## src/rtl/ec_pkg.sv

```systemverilog
// Shared widths, opcodes and state/case encodings for the GF(2^7)
// elliptic-curve scalar-multiplication slice.
package ec_pkg;
    localparam int FW      = 7;
    localparam int KW      = 7;
    localparam int POINT_W = 2 * FW;
    localparam int IDX_W   = $clog2(KW);

    localparam logic [POINT_W-1:0] POINT_INF = '0;
    localparam logic PU_OP_ADD = 1'b0;
    localparam logic PU_OP_DBL = 1'b1;

    typedef enum logic [2:0] {
        IDLE,
        DBL,
        DBL_WAIT,
        ADD,
        ADD_WAIT,
        DONE
    } state_t;

    typedef enum logic [2:0] {
        LOCAL_ZERO,
        LOCAL_P,
        LOCAL_KEEP,
        REQ_DBL,
        REQ_ADD
    } case_t;

    function automatic logic [FW-1:0] pt_x(input logic [POINT_W-1:0] pt);
        return pt[FW-1:0];
    endfunction

    function automatic logic [FW-1:0] pt_y(input logic [POINT_W-1:0] pt);
        return pt[POINT_W-1:FW];
    endfunction
endpackage

```

## src/rtl/point_case_detect.sv

```systemverilog
// Classifies an accumulate step Q + P into a locally resolvable case or a
// request that needs the external point unit.
module point_case_detect
    import ec_pkg::*;
(
    input  logic [POINT_W-1:0] q,
    input  logic [POINT_W-1:0] p,
    output case_t              kind
);
    always_comb begin
        kind = REQ_ADD;
        if (q == POINT_INF) begin
            kind = LOCAL_P;
        end else if (p == POINT_INF) begin
            kind = LOCAL_KEEP;
        end else if ((pt_x(q) == pt_x(p)) && (pt_y(q) != pt_y(p))) begin
            kind = LOCAL_ZERO;
        end else if (q == p) begin
            kind = REQ_DBL;
        end
    end
endmodule

```

## src/rtl/ec_scalar_mult.sv

```systemverilog
// MSB-first double-and-add controller computing k*P; trivial point cases are
// resolved locally, real field work goes to the point unit via pu_req/pu_ack.
module ec_scalar_mult
    import ec_pkg::*;
(
    input  logic               clk,
    input  logic               rst_n,
    input  logic               start,
    input  logic [KW-1:0]      k,
    input  logic [POINT_W-1:0] point,
    output logic               busy,
    output logic               done,
    output logic [POINT_W-1:0] result,
    output logic               pu_req,
    output logic               pu_op,
    output logic [POINT_W-1:0] pu_a,
    output logic [POINT_W-1:0] pu_b,
    input  logic               pu_ack,
    input  logic [POINT_W-1:0] pu_sum
);
    state_t             state_reg, state_next;
    logic [POINT_W-1:0] q_reg, q_next;
    logic [POINT_W-1:0] p_reg, p_next;
    logic [POINT_W-1:0] result_reg, result_next;
    logic [POINT_W-1:0] pu_a_reg, pu_a_next;
    logic [POINT_W-1:0] pu_b_reg, pu_b_next;
    logic [KW-1:0]      k_reg, k_next;
    logic [KW-1:0]      k_shift;
    logic [IDX_W-1:0]   idx_reg, idx_next;
    logic               pu_req_reg, pu_req_next;
    logic               pu_op_reg, pu_op_next;
    logic               dbl_end, bit_end, bit_set;
    case_t              add_kind;

    point_case_detect u_detect (
        .q    (q_reg),
        .p    (p_reg),
        .kind (add_kind)
    );

    assign k_shift = k_reg >> idx_reg;
    assign bit_set = k_shift[0];

    always_comb begin
        state_next  = state_reg;
        q_next      = q_reg;
        p_next      = p_reg;
        k_next      = k_reg;
        idx_next    = idx_reg;
        result_next = result_reg;
        pu_req_next = pu_req_reg;
        pu_op_next  = pu_op_reg;
        pu_a_next   = pu_a_reg;
        pu_b_next   = pu_b_reg;
        dbl_end     = 1'b0;
        bit_end     = 1'b0;

        case (state_reg)
            IDLE, DONE: begin
                // DONE also accepts start so a back-to-back launch is not lost.
                if (start) begin
                    p_next     = point;
                    k_next     = k;
                    q_next     = POINT_INF;
                    idx_next   = IDX_W'(KW - 1);
                    state_next = DBL;
                end else begin
                    state_next = IDLE;
                end
            end
            DBL: begin
                if ((q_reg == POINT_INF) || (pt_x(q_reg) == '0)) begin
                    q_next  = POINT_INF;
                    dbl_end = 1'b1;
                end else begin
                    state_next  = DBL_WAIT;
                    pu_req_next = 1'b1;
                    pu_op_next  = PU_OP_DBL;
                    pu_a_next   = q_reg;
                    pu_b_next   = POINT_INF;
                end
            end
            DBL_WAIT: begin
                if (pu_ack) begin
                    q_next      = pu_sum;
                    pu_req_next = 1'b0;
                    dbl_end     = 1'b1;
                end
            end
            ADD: begin
                case (add_kind)
                    LOCAL_ZERO: begin
                        q_next  = POINT_INF;
                        bit_end = 1'b1;
                    end
                    LOCAL_P: begin
                        q_next  = p_reg;
                        bit_end = 1'b1;
                    end
                    LOCAL_KEEP: begin
                        bit_end = 1'b1;
                    end
                    REQ_DBL: begin
                        state_next  = ADD_WAIT;
                        pu_req_next = 1'b1;
                        pu_op_next  = PU_OP_DBL;
                        pu_a_next   = p_reg;
                        pu_b_next   = POINT_INF;
                    end
                    default: begin
                        state_next  = ADD_WAIT;
                        pu_req_next = 1'b1;
                        pu_op_next  = PU_OP_ADD;
                        pu_a_next   = q_reg;
                        pu_b_next   = p_reg;
                    end
                endcase
            end
            ADD_WAIT: begin
                if (pu_ack) begin
                    q_next      = pu_sum;
                    pu_req_next = 1'b0;
                    bit_end     = 1'b1;
                end
            end
            default: begin
                state_next = IDLE;
            end
        endcase

        if (dbl_end) begin
            if (bit_set) begin
                state_next = ADD;
            end else begin
                bit_end = 1'b1;
            end
        end

        // Bit advance is folded into the last cycle of the bit's work.
        if (bit_end) begin
            if (idx_reg == '0) begin
                state_next  = DONE;
                result_next = q_next;
            end else begin
                idx_next   = idx_reg - 1'b1;
                state_next = DBL;
            end
        end
    end

    always_ff @(posedge clk) begin
        if (!rst_n) begin
            state_reg  <= IDLE;
            q_reg      <= POINT_INF;
            p_reg      <= POINT_INF;
            k_reg      <= '0;
            idx_reg    <= '0;
            result_reg <= POINT_INF;
            pu_req_reg <= 1'b0;
            pu_op_reg  <= PU_OP_ADD;
            pu_a_reg   <= POINT_INF;
            pu_b_reg   <= POINT_INF;
        end else begin
            state_reg  <= state_next;
            q_reg      <= q_next;
            p_reg      <= p_next;
            k_reg      <= k_next;
            idx_reg    <= idx_next;
            result_reg <= result_next;
            pu_req_reg <= pu_req_next;
            pu_op_reg  <= pu_op_next;
            pu_a_reg   <= pu_a_next;
            pu_b_reg   <= pu_b_next;
        end
    end

    assign busy   = (state_reg != IDLE) && (state_reg != DONE);
    assign done   = (state_reg == DONE);
    assign result = result_reg;
    assign pu_req = pu_req_reg;
    assign pu_op  = pu_op_reg;
    assign pu_a   = pu_a_reg;
    assign pu_b   = pu_b_reg;
endmodule

```

## config.mk

```make
export PLATFORM = sky130hd
export DESIGN_NAME = ec_scalar_mult
export DESIGN_NICKNAME = d
export VERILOG_FILES = /design/src/rtl/ec_pkg.sv /design/src/rtl/point_case_detect.sv /design/src/rtl/ec_scalar_mult.sv
export SDC_FILE = /design/constraint.sdc
export NUM_CORES = 1
export LEC_CHECK = 0
export CAP_MARGIN = 0
export CORE_AREA = 2 2 95 97
export CTS_BUF_LIST = sky130_fd_sc_hd__clkbuf_16
export CTS_CLUSTER_DIAMETER = 60
export DETAILED_ROUTE_END_ITERATION = 8
export DIE_AREA = 0 0 97 99
export PLACE_DENSITY = 0.72
export REMOVE_ABC_BUFFERS = 1
export SYNTH_ARGS = -nofsm -noshare
export SYNTH_HDL_FRONTEND = slang
export SYNTH_SLANG_ARGS = --single-unit
```

## constraint.sdc

```tcl
create_clock -name clk -period 2.3 [get_ports clk]
set_input_delay 0.345 -clock clk [delete_from_list [all_inputs] [get_ports clk]]
set_output_delay 0.345 -clock clk [all_outputs]
set_load 0.01 [all_outputs]
```

# == Word-level counts from Yosys, hierarchy flattened ==
# Cells that the tools add are included.
# totals
inputBits,39
ff_bits,85
word_cells,86
# op_classes
eq_ne,15
mux,40
n_reduce_logical,19
n_addsub,1
shift,1
# op_table
cell,n
$pmux 14 s2,5
$mux 14,5
$pmux 14 s4,1
$mux 3,14
$logic_not 14->1,2
$eq 14x14->1,1
$eq 3x2->1 const B,4
$pmux 3 s4,1
$logic_not 3->1,3
$mux 1,9
$pmux 1 s2,4
$eq 7x7->1,1
$logic_not 7->1,1
$ne 7x7->1,1
$shr 7x3->1,1
$eq 3x1->1 const B,2
$eq 3x3->1 const B,2
$reduce_bool 3->1,2
$ne 2x2->1 const B,2
$reduce_and 2->1,2
$reduce_and 4->1,1
$reduce_or 2->1,2
$ne 3x3->1 const B,1
$pmux 1 s3,1
7 further kinds,8

# == Longest topological paths before layout ==
# Gate-level depths: netlist of the first run.
# depth
ltp_word,12
depth_mapped,9

# == Hierarchy ==
# From an unflattened synthesis of the first run, not the netlist that was laid out.
# unflattened
hier_cells,435
area_unflattened_um2,4043.9
# modules_own_cells
mod,seq_area_each_um2,instances,area_per_inst_um2,cells_each
ec_scalar_mult,1701.6,1,3794.9,402
point_case_detect,0.0,1,249.0,33

# == Worst setup path before layout of the first run ==
# No wires, ideal clock.
# synth_timing
path_kind,reg2reg
from,register q_reg[2]
to,register result_reg[10] (netlist: result[10])
period_less_slack_ns,2.188
n_path_buf,2
arrival_time_ns,2.059
t_required_ns,2.171
setup_slack_ns,0.112
stages_incl_launch_ff,9
path_cell_list,dfxtp_1 -> or4_4 -> nor4_4 -> or2b_1 -> a21oi_2 -> o31ai_4 -> buf_6 -> buf_8 -> a21oi_2
# synth_between
elab_chain_len,12
elab_cells_between_ends,24
cone_classes,4 x eq/ne; 13 x mux; 7 x reduce/logical
# synth_lines
item,line,rtl
start: declaration,ec_scalar_mult.sv:22,"logic [POINT_W-1:0] q_reg, q_next;"
start signal: assignment,ec_scalar_mult.sv:165,q_reg <= q_next;
$eq 14x14->1 or $eq 7x7->1 (tied branches),"point_case_detect.sv:18, point_case_detect.sv:16",
$mux 3 or $logic_and 1x1->1 (tied branches),"point_case_detect.sv:18, point_case_detect.sv:16",
$mux 3,point_case_detect.sv:16,end else if ((pt_x(q) == pt_x(p)) && (pt_y(q) != pt_y(p))) begin
$mux 3,point_case_detect.sv:14,end else if (p == POINT_INF) begin
$mux 3,point_case_detect.sv:12,if (q == POINT_INF) begin
"$eq 3x2->1, or another cell as far along",ec_scalar_mult.sv:91,case (add_kind)
$reduce_or 3->1 (no source line),n/a,
$mux 1,ec_scalar_mult.sv:91,
$pmux 1 s2,ec_scalar_mult.sv:58,case (state_reg)
$mux 1,ec_scalar_mult.sv:132,if (bit_set) begin
$mux 1,ec_scalar_mult.sv:131,if (dbl_end) begin
$reduce_and 2->1 (no source line),n/a,
end signal: assignment,ec_scalar_mult.sv:169,result_reg <= result_next;
end: declaration,ec_scalar_mult.sv:24,"logic [POINT_W-1:0] result_reg, result_next;"
# Several ways; a longest one is shown, not always the timed one.
# A chain may end at the register's enable or synchronous reset.

# == Final worst setup path of the first run ==
# Ends and elaborated chain as after synthesis.

==> reports/metrics.cfg, run 1 <==
[layout]
nets=569
final_cell_mix=clkdlybuf4s50_1 (83), dfxtp_1 (82), nand2_1 (40)
fill_cells=714
final_layout_size_suffix_gt1_share_pct=17.6
final_common_cell=clkdlybuf4s50_1
synthToLayoutAreaGrowth_pct=41.8
n_antenna_cell=0

[sta]
worst_slew_pin_slew_ns=0.701
hold_violations=0
slew_violations=0
rsz0062_at_grt=true
min_period_ns=2.25
fin_setup_tns_ns=0
min_period_over_period_pct=97.7
relSlewSlack_pct=53.2
holdWs_ns=0.453
setup_viol=0
fin_skew_ns=0.00951
max_freq_mhz=445

[worst_setup_path]
cpMaxStageDelayCell=or4_4
crit_chain=or4_4 -> o31a_1 -> a211oi_2 -> o21bai_1 -> o31ai_4 -> buf_12 -> buf_12 -> o21ai_2 -> a21oi_2
rr_endpoint=result[10]
rrSetupSlack_ns=0.05
cpPeakStageDelay_ns=0.58
worst_path_most_repeated_cell=buf_12
worstRegToRegCells=9
worstPathRequired_ns=2.58
crit_type=flip-flop to flip-flop
end_kind=flip-flop
critical_path.top_delay_family=compound AO/OA/AOI/OAI gates
crit_fanout=7
crit_buf_inv=2
rr_startpoint=q_reg[2]
critPathArrivalTime_ns=2.53
cp-start-kind=flip-flop

[logic_synthesis]
yosys_warnings=0
synth_area_per_cell_um2=9.01
ys_async_sr_fraction_pct=0
yosysTopAreaCell=dfxtp_1
synth_area_um2=3860
synth_top_flop_cell=dfxtp_1
synthDistinctLibCells=51
yosys-top-cells-area=dfxtp_1 (44%), mux2i_1 (6.2%), nor2b_1 (5.7%)
ys_seq_area_share_pct=44.1
syn-instance-count=428
yosys_register_bits=85
synth_edf_count=0
synth.top_cell.area_share_pct=44.1

[worst_hold_path]
min-delay-start=pu_b[3]
hold_depth=2
whs_endpoint=pu_b[3]
min_path_type=flip-flop to flip-flop

[detailed_routing]
finalWirelength_um=10300
vias=3519
viasPerCell=5.49
wl_per_cell_um=16.0
drt_first_pass_iters=5
first_iter_violations=159
drt_drc_violations_left=0
ant_nets=0

[power]
p_leak_nw=2.01
powerDensity_nw_per_um2=1300
vdd.ir_drop.worst_mv=0.642
power.total_mw=7.13

[clocking]
cts.sinks=85
htreeDepth=3
cts_tree=done
cts_root_buffer=clkbuf_16
cts-buffers-inserted=9
clk_latency_ns=0.34
clock_path_buffers=2
path_clk_slew_ns=0.06

[die]
rows=34
initial_utilization_pct=45.1
dieHeight_um=99
ios=85
core_um2=8550
die-area_um2=9600
die_x_um=97

[grt]
grt_use_total_pct=21.1
grt_overflow=0
grt_pass1_vias=3333
grt_pass1_wl_um=16300
grt_max_degree=35
antenna_found_initial=0

[placed_design]
post-dp-hpwl_um=6940
io_buffers=84
gp_congestion=0.820

[status]
status=finished clean

[run]
drv_cap=0

cell families (layout without fill, tap and decap cells):
| logic type | after synthesis | count (layout) | synth area share [%] |
|---|---|---|---|
| simple gates | 154 | 154 | 20.8 |
| compound gates | 111 | 111 | 20.0 |
| flops | 85 | 85 | 44.1 |
| buf+inv | 36 | 141 | 4.57 |
| mux | 24 | 24 | 6.23 |
| xor+xnor | 16 | 16 | 3.63 |
| fa+ha+maj | 2 | 2 | 0.649 |
synth_stat cells (3+ instances only):
cell and instances:
o21ai_1 25, nor3_1 5, xor2_1 10, a21oi_2 16, nor2b_1 35, mux2i_1 24, dfxtp_1 85, nand2_1 40
nor4_1 5, a222oi_1 9, o311a_1 3, nor2_1 19, a22o_1 4, buf_2 6, buf_6 3, a211oi_1 3
and2_1 4, xnor2_1 6, inv_1 6, nand2b_1 4, a21oi_1 8, clkbuf_1 18, nand3_1 29, o21ai_0 25
power breakdown:
part	switching (mW)	internal (mW)
clock	0.607	0.844
combinational	1.75	1.77
sequential	0.361	1.79
metrics by stage:
| stage | worst slack, ns | utilization [%] | instance area (µm²) | std cells |
|---|---|---|---|---|
| 3_5_place_dp | -0.224 | 57.9 | 4950 | 616 |
| 6_report | 0.0523 | 63.9 | 5470 | 641 |
| 3_3_place_gp | -0.131 | 57.9 | 4950 | 616 |
| 4_1_cts | 0.00521 | 61.8 | 5280 | 635 |
| 5_1_grt | -0.0252 | 63.9 | 5470 | 641 |
| 2_1_floorplan | -0.515 | - | 3700 | 398 |
how the worst max path moves through the flow:
stage / slack (ns) / cells past startpoint / end / start
after floorplan: -0.51 / 6 / pu_a[0] / p_reg[12]
after global placement: -0.13 / 7 / result[4] / pu_ack
after detailed placement: -0.22 / 7 / result[6] / pu_ack
after CTS: 0.005 / 8 / result[12] / q_reg[2]
after global routing: -0.03 / 9 / result[10] / q_reg[2]
final: 0.05 / 9 / result[10] / q_reg[2]
layout make-up:
class	instances	area, µm²	area share (%)
clock buffer	9	225	4.12
clock inverter	7	75.1	1.37
sequential	85	1710	31.2
timing repair buffer	119	1220	22.3
inverter	6	22.5	0.412
tap	108	135	2.47
multi-input combinational	307	2080	38.1
layer usage:
| metal | vias up | track usage, % | share of wire, % |
|---|---|---|---|
| li1 | 1731 | - | - |
| met1 | 1669 | 27.7 | 46 |
| met2 | 108 | 33.8 | 48 |
| met3 | 11 | 5.04 | 5.4 |
| met4 | 0 | 7.91 | 1.2 |
| met5 | - | 0 | 0 |
tightest hold or removal path: stages, from the launching register on:
cell     delay [ns]
dfxtp_1        0.31
nand2_1        0.05
o21ai_1        0.05
what timing repair did:
item	in CTS	in global routing
gates cloned	0	2
hold buffers	0	0
endpoints found under the setup margin	18	36
pin swaps	3	10
gates resized for setup	2	23
setup buffers	3	4
No activity file was read; power rests on OpenSTA's default activity.
==> inputs of run 2 (changes only) <==
- CTS_CLUSTER_DIAMETER: 60 -> 50
==> results of run 2 <==
The final DEF is identical to that of run 1; final timing and power are the same.
